File: src/rtl/uart_receiver.sv
`default_nettype none
// uart_receiver: UART receiver (start, 8 data bits LSB first, stop) with registered one-cycle strobes.
// Define UART_RX_PARITY_EN to add an even-parity bit and a live Parity_Error output. Rev 1.0
module uart_receiver #(
  parameter int CLKS_PER_BIT = 10417
) (
  input  logic       clk,
  input  logic       reset,
  input  logic       RxD,
  output logic [7:0] Data,
  output logic       Data_Valid,
  output logic       Frame_Error,
  output logic       Parity_Error,
  output logic       Busy
);

  localparam int c_TIMER_W = $clog2(CLKS_PER_BIT);
  // Timer compares against count-1 because it restarts at zero on the edge that reloads it.
  localparam logic [c_TIMER_W-1:0] c_HALF_LAST = c_TIMER_W'(CLKS_PER_BIT / 2 - 1);
  localparam logic [c_TIMER_W-1:0] c_FULL_LAST = c_TIMER_W'(CLKS_PER_BIT - 1);

  typedef enum logic [2:0] {
    S_IDLE  = 3'd0,
    S_START = 3'd1,
    S_DATA  = 3'd2,
    S_STOP  = 3'd3,
    S_BREAK = 3'd4
`ifdef UART_RX_PARITY_EN
    , S_PARITY = 3'd5
`endif
  } state_t;

  logic                 r_sync1;
  logic                 r_sync2;
  state_t               r_state;
  state_t               w_state_nxt;
  logic [c_TIMER_W-1:0] r_timer;
  logic [c_TIMER_W-1:0] w_timer_nxt;
  logic [2:0]           r_idx;
  logic [2:0]           w_idx_nxt;
  logic [7:0]           r_shift;
  logic [7:0]           w_shift_nxt;
  logic [7:0]           r_data;
  logic [7:0]           w_data_nxt;
  logic                 r_valid;
  logic                 w_valid_nxt;
  logic                 r_ferr;
  logic                 w_ferr_nxt;
  logic                 r_perr;
  logic                 w_perr_nxt;
  logic                 r_busy;
  logic                 w_busy_nxt;
  logic                 w_rx;
  logic                 w_half_tick;
  logic                 w_full_tick;
  logic                 w_par_bad;

  assign w_rx        = r_sync2;
  assign w_half_tick = (r_timer == c_HALF_LAST);
  assign w_full_tick = (r_timer == c_FULL_LAST);

`ifdef UART_RX_PARITY_EN
  logic r_par_bad;
  logic w_par_bad_nxt;

  always_comb begin
    w_par_bad_nxt = r_par_bad;
    if (r_state == S_START) begin
      w_par_bad_nxt = 1'b0;
    end else if (r_state == S_PARITY && w_full_tick) begin
      w_par_bad_nxt = (w_rx != ^r_shift);
    end
  end

  always_ff @(posedge clk or negedge reset) begin
    if (!reset) begin
      r_par_bad <= 1'b0;
    end else begin
      r_par_bad <= w_par_bad_nxt;
    end
  end

  assign w_par_bad = r_par_bad;
`else
  assign w_par_bad = 1'b0;
`endif

  always_ff @(posedge clk or negedge reset) begin
    if (!reset) begin
      r_sync1 <= 1'b1;
      r_sync2 <= 1'b1;
    end else begin
      r_sync1 <= RxD;
      r_sync2 <= r_sync1;
    end
  end

  always_comb begin
    w_state_nxt = r_state;
    w_timer_nxt = r_timer + 1'b1;
    w_idx_nxt   = r_idx;
    w_shift_nxt = r_shift;
    w_data_nxt  = r_data;
    w_valid_nxt = 1'b0;
    w_ferr_nxt  = 1'b0;
    w_perr_nxt  = 1'b0;
    case (r_state)
      S_IDLE: begin
        w_timer_nxt = '0;
        if (!w_rx) begin
          w_state_nxt = S_START;
        end
      end
      S_START: begin
        if (w_half_tick) begin
          w_timer_nxt = '0;
          if (!w_rx) begin
            w_state_nxt = S_DATA;
            w_idx_nxt   = 3'd0;
          end else begin
            w_state_nxt = S_IDLE;
          end
        end
      end
      S_DATA: begin
        if (w_full_tick) begin
          w_timer_nxt        = '0;
          w_shift_nxt[r_idx] = w_rx;
          w_idx_nxt          = r_idx + 3'd1;
          if (r_idx == 3'd7) begin
`ifdef UART_RX_PARITY_EN
            w_state_nxt = S_PARITY;
`else
            w_state_nxt = S_STOP;
`endif
          end
        end
      end
`ifdef UART_RX_PARITY_EN
      S_PARITY: begin
        if (w_full_tick) begin
          w_timer_nxt = '0;
          w_state_nxt = S_STOP;
        end
      end
`endif
      S_STOP: begin
        if (w_full_tick) begin
          w_timer_nxt = '0;
          if (!w_rx) begin
            w_ferr_nxt  = 1'b1;
            w_state_nxt = S_BREAK;
          end else begin
            w_state_nxt = S_IDLE;
            if (w_par_bad) begin
              w_perr_nxt = 1'b1;
            end else begin
              w_data_nxt  = r_shift;
              w_valid_nxt = 1'b1;
            end
          end
        end
      end
      // A line held low after a bad stop bit must not decode as endless 0x00 frames.
      S_BREAK: begin
        w_timer_nxt = '0;
        if (w_rx) begin
          w_state_nxt = S_IDLE;
        end
      end
      default: begin
        w_timer_nxt = '0;
        w_state_nxt = S_IDLE;
      end
    endcase
    w_busy_nxt = (w_state_nxt != S_IDLE) && (w_state_nxt != S_START);
  end

  always_ff @(posedge clk or negedge reset) begin
    if (!reset) begin
      r_state <= S_IDLE;
      r_timer <= '0;
      r_idx   <= 3'd0;
      r_shift <= 8'h00;
      r_data  <= 8'h00;
      r_valid <= 1'b0;
      r_ferr  <= 1'b0;
      r_perr  <= 1'b0;
      r_busy  <= 1'b0;
    end else begin
      r_state <= w_state_nxt;
      r_timer <= w_timer_nxt;
      r_idx   <= w_idx_nxt;
      r_shift <= w_shift_nxt;
      r_data  <= w_data_nxt;
      r_valid <= w_valid_nxt;
      r_ferr  <= w_ferr_nxt;
      r_perr  <= w_perr_nxt;
      r_busy  <= w_busy_nxt;
    end
  end

  assign Data        = r_data;
  assign Data_Valid  = r_valid;
  assign Frame_Error = r_ferr;
  assign Busy        = r_busy;
`ifdef UART_RX_PARITY_EN
  assign Parity_Error = r_perr;
`else
  assign Parity_Error = 1'b0;
`endif

endmodule
`default_nettype wire

File: config.mk
export PLATFORM = sky130hd
export DESIGN_NAME = uart_receiver
export DESIGN_NICKNAME = d
export VERILOG_FILES = /design/src/rtl/uart_receiver.sv
export SDC_FILE = /design/constraint.sdc
export NUM_CORES = 1
export LEC_CHECK = 0
export ABC_AREA = 1
export ABC_CLOCK_PERIOD_IN_PS = 2100
export BUFFER_PORTS_ARGS = -buffer_cell sky130_fd_sc_hd__buf_2
export CORE_MARGIN = 4
export CORE_UTILIZATION = 25
export DETAILED_ROUTE_END_ITERATION = 10
export GPL_ROUTABILITY_DRIVEN = 0
export PLACE_DENSITY = 0.43
export RECOVER_POWER = 50
export SETUP_SLACK_MARGIN = 0.2
export SLEW_MARGIN = 20
export SYNTH_ARGS = -nofsm -noshare
export SYNTH_HDL_FRONTEND = slang
export SYNTH_SLANG_ARGS = --single-unit
export TNS_END_PERCENT = 30
File: constraint.sdc
create_clock -name clk -period 2.1 [get_ports clk]
set_clock_uncertainty 0.15 [all_clocks]
set_input_delay 0.21 -clock clk [delete_from_list [all_inputs] [get_ports clk]]
set_output_delay 0.21 -clock clk [all_outputs]
set_load 0.01 [all_outputs]
# Word level (Yosys, flattened, before mapping)
# Index checks and enable logic that the tools add are counted.
# Widths: inputs -> output; s select.
[classes]
n_mux = 25
order_cmp = 2
n_mul = 0
n_bitwise = 0
n_eq_ne = 11
reduce_logical = 9
n_addsub = 2
div = 0
n_shift = 0
[op_table]
columns = ["op", "count"]
rows = [
  ["$mux 3", 10],
  ["$mux 14", 2],
  ["$pmux 14 s2", 1],
  ["$pmux 3 s5", 1],
  ["$add 14x1->14 const B", 1],
  ["$eq 14x13->1 const B", 1],
  ["$eq 14x14->1 const B", 1],
  ["$bwmux 8", 1],
  ["$mux 1", 7],
  ["$eq 3x2->1 const B", 2],
  ["$eq 3x3->1 const B", 2],
  ["$ne 2x2->1 const B", 3],
  ["$pmux 3 s2", 1],
  ["$lt 3x4->1 const B", 1],
  ["$reduce_and 4->1", 1],
  ["$add 3x1->3 const B", 1],
  ["$demux 1 s3", 1],
  ["$eq 3x1->1 const B", 1],
  ["$ge 3x1->1 const B", 1],
  ["$logic_not 3->1", 1],
  ["$ne 3x1->1 const B", 1],
  ["$reduce_and 3->1", 1],
  ["$reduce_bool 3->1", 1],
  ["$logic_and 1x1->1", 2],
  ["4 further kinds", 4],
]
[totals]
mem_bits_rw = 0
mem_count = 0
out_inout_bits = 12
latch_bits = 0
wordCells = 59
romBits = 0
ff_bits = 41

# Depth between registers and ports, before layout
[depth]
depth_word = 6
depth_mapped = 12
depth_no_buf = 11

# Worst setup path before layout
# OpenSTA, ideal clock, no wires.
[synth_path]
kind = "register to register"
from = "reg r_timer[0]"
to = "reg r_timer[0]"
path_buffers = 1
setup_slack_ns = 0.486
stages_incl_launch_ff = 13
t_required_ns = 1.828
arrival_time_ns = 1.341
cell_sequence = "dfrtp_1 inv_1 ha_1 inv_1 nor2_1 nand2_1 nor2_1 nand2_1 nand2_1 nand2_1 inv_2 buf_6 nor2_1"
[synth_via]
elab_chain_len = 3
elab_cells_between_ends = 6
[synth_lines]
columns = ["item", "line", "text"]
rows = [
  ["start: declaration", "37", "logic [c_TIMER_W-1:0] r_timer;"],
  ["start signal: assignment", "192", "r_timer <= w_timer_nxt;"],
  ["$add 14x1->14, or another cell as far along", "100", "w_timer_nxt = r_timer + 1'b1;"],
  ["$mux 14 (on tied branches)", "126, 148, 115", ""],
  ["$pmux 14 s2 *", "107", "case (r_state)"],
  ["net w_timer_nxt[0]", "38", "logic [c_TIMER_W-1:0] w_timer_nxt;"],
]
# Mark *: on every way through the listed nets, which the timed path passes. The rest lies on a longest branch.
# A chain may end at the register's enable or synchronous reset.

# Worst setup path in the final report
[layout_path]
from = "reg r_timer[0]"
to = "reg r_data[6] (netlist: Data[6])"
[layout_via]
elab_chain_len = 2
[layout_lines]
columns = ["item", "line", "text"]
rows = [
  ["$eq 14x14->1", "60", "assign w_full_tick = (r_timer == c_FULL_LAST);"],
  ["$reduce_and 3->1 (no source line)", "n/a", ""],
  ["end signal: assignment", "195", "r_data <= w_data_nxt;"],
  ["end: declaration", "43", "logic [7:0] r_data;"],
]
# Every way passes these cells.

==> metrics list <==
- Summed over all layers, the routed wires come to 4678 um.
- In the routed design, unresolved DRC markers number 0.
- CTS tree: yes
- Run status: finished clean
* Width of the chip: 102.7 um
* Sink of the worst hold path: r_sync2
- Number of sinks driven by the clock tree: between 40 and 50
- Synthesis instantiated 24 different standard cells from the library.
- DRT Pass-1 Iters: 4
- Capturing element type of the critical path: flip-flop
- The critical path goes through inv_1 -> ha_1 -> inv_1 -> nor2_2 -> nand3_1 -> nor2_2 -> nand2_2 -> clkinv_4 -> nand2_1 -> nand2_1.
- Dividing the detail-routed wire length by the instance count gives 10.80 um.
- After detailed placement, the total cell area comes to about 0.0024 mm^2.
* Effective utilization at floorplan: 0.2568
- The critical path in this run is classified as flip-flop to flip-flop.
* Clock input transition at the sequential cells of the worst setup and hold paths: ~80 ps
- Sequential fraction of the synthesis area: 0.4592
- In this run the clock root is driven by a sky130_fd_sc_hd__clkbuf_8.
- Input and output buffers added on the ports amount to 13.
* Initial antenna violation count: 0
- The core region is 0.008721 mm^2.
- Tightest hold margin: between 200 and 250 ps
* Maximum number of pins on one net before global-route repair: 42
- Final Max Slew Viols: 0
- Compared with the post-synthesis result, the final layout area differs by 14.30%.
* Count of placed standard cells including taps: around 420
- Vias/cell: roughly 4.2
* Clock Latency Late Sink: 290 ps
- Synthesis inferred ~40 register bits.
- Max-cap violations in this run came to 0.
* Kind of start point of the critical path: flip-flop
- Fin nets: 331
- Warnings from Yosys: 0
- The initialized floorplan defines 34 standard-cell rows.
- For the worst setup path, the data arrival time is roughly 1800 ps.
- Post-synth top area share: 0.4358
* Worst Max-Slew Pin Slew: 1035 ps
* Fraction of the cycle the final worst path needs: 0.8136
- Bufs and invs on worst path: 3
- Total of endpoints with negative setup slack in the final report: 0
* Cell at the slowest stage of the critical path: sky130_fd_sc_hd__dfrtp_2
* Detailed-placement wirelength estimate: approximately 3400 um
* Slowest Stage Delay on Critical Path: 450 ps
- Total I/O pin count: 15
* Max IR drop VDD: roughly 0.25 mV
* Area enclosed by the die boundary: between 0.01 and 0.015 mm^2
- Data on the critical path is required at its endpoint by around 2200 ps.
- The number of nets handed over by synthesis was 313.
- Of the cells placed in the final design, the portion with a size suffix greater than 1 is 0.1231.
- Maximum level of the CTS H-tree: 2
* First-pass GRT wire length: approximately 8400 um
* Average cell area after synthesis: about 7.3 um^2
* Achievable frequency: about 590 MHz
- Cell Area, Synth: 0.002240 mm^2
- For this run the aggregate overflow at the end of global routing stands at 0.
- Worst hold path type: flip-flop to flip-flop
- Clock buffer depth: 2
- The worst register-to-register path ends at Data[6].
* Overall fraction of global-route tracks in use: 0.1003
- Violation count after the first detailed-route iteration: 66
- PwrDens: ~580 mW/mm^2
- In the final timing run, aggregate negative setup slack is 0 ps.
- Tightest slew margin relative to the limit: 0.3098
- The largest total area in the synthesized netlist belongs to sky130_fd_sc_hd__dfrtp_1.
* Antenna diode count: 0
- Final standard cell area without fillers: between 0.002 and 0.003 mm^2
- After the flow finishes, the layout carries non-filler instances totaling between 400 and 500.
- For this block, the via count after detailed routing is 1,817.
- From bottom edge to top edge, the die measures ~100 um.
* Flop2flop setup slack: 390 ps
- Setup repair after global routing missed its margin: no
- Static leakage: 1.316 nW
- R2r startpoint: r_timer[0]
- Once detail routing completed, the nets flagged for antenna violations numbered 0.
- Final hold violation count: 0
- The design draws 1.475 mW.
- After technology mapping, the gate count stands at between 300 and 400.
- Counting I/O delays and the setup requirement, the final critical path takes between 1500 and 2000 ps.
- The via count of the first global-routing pass came to ~1,800.
- TritonCTS created 5 clock buffers.
- Along the worst hold path, the cell count comes to 0.
- Maximum net fanout on the critical path: 9
- The worst register-to-register path has a depth of 10.
- Top area cells in the synthesized netlist: sky130_fd_sc_hd__dfrtp_1 (44%), sky130_fd_sc_hd__nand2_1 (17%), sky130_fd_sc_hd__nor2_1 (9.6%), sky130_fd_sc_hd__inv_1 (5.5%), sky130_fd_sc_hd__nand3_1 (5.4%)
- The worst hold path begins at r_sync1.
- Among cell families on the critical path, the largest total delay comes from simple AND/OR/NAND/NOR gates.
## cells in the final DEF (no fill, tap or decap), types with 2 or more instances in the layout
cell | synthesis | routed
sky130_fd_sc_hd__xor2_1 | 4 | 4
sky130_fd_sc_hd__buf_2 | 3 | 10
sky130_fd_sc_hd__nand3_1 | 24 | 24
sky130_fd_sc_hd__nor2_1 | 57 | 56
sky130_fd_sc_hd__nand4_1 | 14 | 14
sky130_fd_sc_hd__inv_2 | 4 | 3
sky130_fd_sc_hd__ha_1 | 4 | 4
sky130_fd_sc_hd__inv_1 | 33 | 33
sky130_fd_sc_hd__nor2_2 | 3 | 4
sky130_fd_sc_hd__clkinv_4 | 1 | 3
sky130_fd_sc_hd__nand3_2 | 2 | 2
sky130_fd_sc_hd__nor2_4 | 2 | 2
sky130_fd_sc_hd__xnor2_1 | 2 | 2
sky130_fd_sc_hd__dfrtp_1 | 39 | 38
sky130_fd_sc_hd__nor3_1 | 2 | 2
sky130_fd_sc_hd__dfstp_2 | 2 | 2
sky130_fd_sc_hd__o21ai_0 | 2 | 2
sky130_fd_sc_hd__clkbuf_1 | 0 | 3
sky130_fd_sc_hd__dlygate4sd3_1 | 0 | 2
sky130_fd_sc_hd__clkbuf_8 | 0 | 5
sky130_fd_sc_hd__nand2_2 | 2 | 2
sky130_fd_sc_hd__nand2_1 | 99 | 99
## flip-flops by register name, summed over array words and instances, names as in the netlist
| name | cells |
|---|---|
| r_sync2 | 1 |
| Busy | 1 |
| r_idx | 3 |
| Data | 8 |
| Data_Valid | 1 |
| Frame_Error | 1 |
| r_shift | 8 |
| r_sync1 | 1 |
| r_timer | 14 |
| r_state | 3 |
## worst max path at each step
| stage | from | endpoint | cells after the start |
|---|---|---|---|
| floorplan | r_timer[0] | r_timer[0] | 12 |
| global placement | r_timer[0] | r_timer[0] | 11 |
| detailed placement | r_timer[0] | r_timer[3] | 11 |
| CTS | r_timer[0] | r_timer[3] | 11 |
| global route | r_timer[0] | Data[6] | 10 |
| finish | r_timer[0] | Data[6] | 10 |
## per-stage QoR
step | setup slack [ps] | utilization
final | 391.4 | 0.2935
after global routing | 195.1 | 0.2935
after CTS | 249.7 | 0.2910
after detailed placement | 261.2 | 0.2755
after global placement | 294.8 | 0.2755
after floorplan | 486.1 | -
## cells by family (layout without fill, tap and decap cells)
group	after synthesis	in the layout	share of synthesized area
xor+xnor	6	6	0.02346
compound gates	3	3	0.007823
simple gates	206	206	0.3961
fa+ha+maj	4	4	0.02235
buf+inv	45	64	0.08938
flops	41	41	0.4592
other cells	1	1	0.001674
## what timing repair did
item / in CTS / in global routing
buffers inserted: 0 / 1
resized for setup: 0 / 4
hold endpoints to repair: 40 / 0
setup endpoints to repair: 0 / 32
hold buffers: 2 / 0
## where the power goes
group	switching, mW	internal, mW	total, mW
clock	0.300	0.356	0.657
sequential	0.00372	0.792	0.796
combinational	0.0177	0.00475	0.0225
total	0.322	1.15	1.48
## layout make-up
cell class              instances  area [um^2]
fillers                       946         6161
clock inverters                 3        46.29
inverters                      38        152.6
multi-input cells             220         1013
well taps                     108        135.1
repair buffers                 18        113.9
clock buffers                   5        68.82
flip-flops and latches         41         1030
## cell usage after synthesis
master                      n
sky130_fd_sc_hd__buf_2      3
sky130_fd_sc_hd__dfstp_2    2
sky130_fd_sc_hd__nand2_2    2
sky130_fd_sc_hd__nand4_1   14
sky130_fd_sc_hd__ha_1       4
sky130_fd_sc_hd__nor3_1     2
sky130_fd_sc_hd__dfrtp_1   39
sky130_fd_sc_hd__o21ai_0    2
sky130_fd_sc_hd__nand3_1   24
sky130_fd_sc_hd__nor2_4     2
sky130_fd_sc_hd__clkinv_4   1
sky130_fd_sc_hd__nand3_2    2
sky130_fd_sc_hd__nor2_1    57
sky130_fd_sc_hd__a22oi_1    1
sky130_fd_sc_hd__buf_4      2
sky130_fd_sc_hd__buf_6      2
sky130_fd_sc_hd__inv_2      4
sky130_fd_sc_hd__xor2_1     4
sky130_fd_sc_hd__nand2_1   99
sky130_fd_sc_hd__xnor2_1    2
sky130_fd_sc_hd__conb_1     1
sky130_fd_sc_hd__nor3_2     1
sky130_fd_sc_hd__nor2_2     3
sky130_fd_sc_hd__inv_1     33
## per-layer routing
layer / vias to the layer above / track usage / share of wire
met4: 0 / 0.03027 / 0.0071
met5: - / 0 / 0
met1: 818 / 0.1476 / 0.54
met2: 17 / 0.1470 / 0.42
met3: 2 / 0.02097 / 0.039
li1: 980 / - / -
Note: power is estimated with default switching activity, not from simulation.
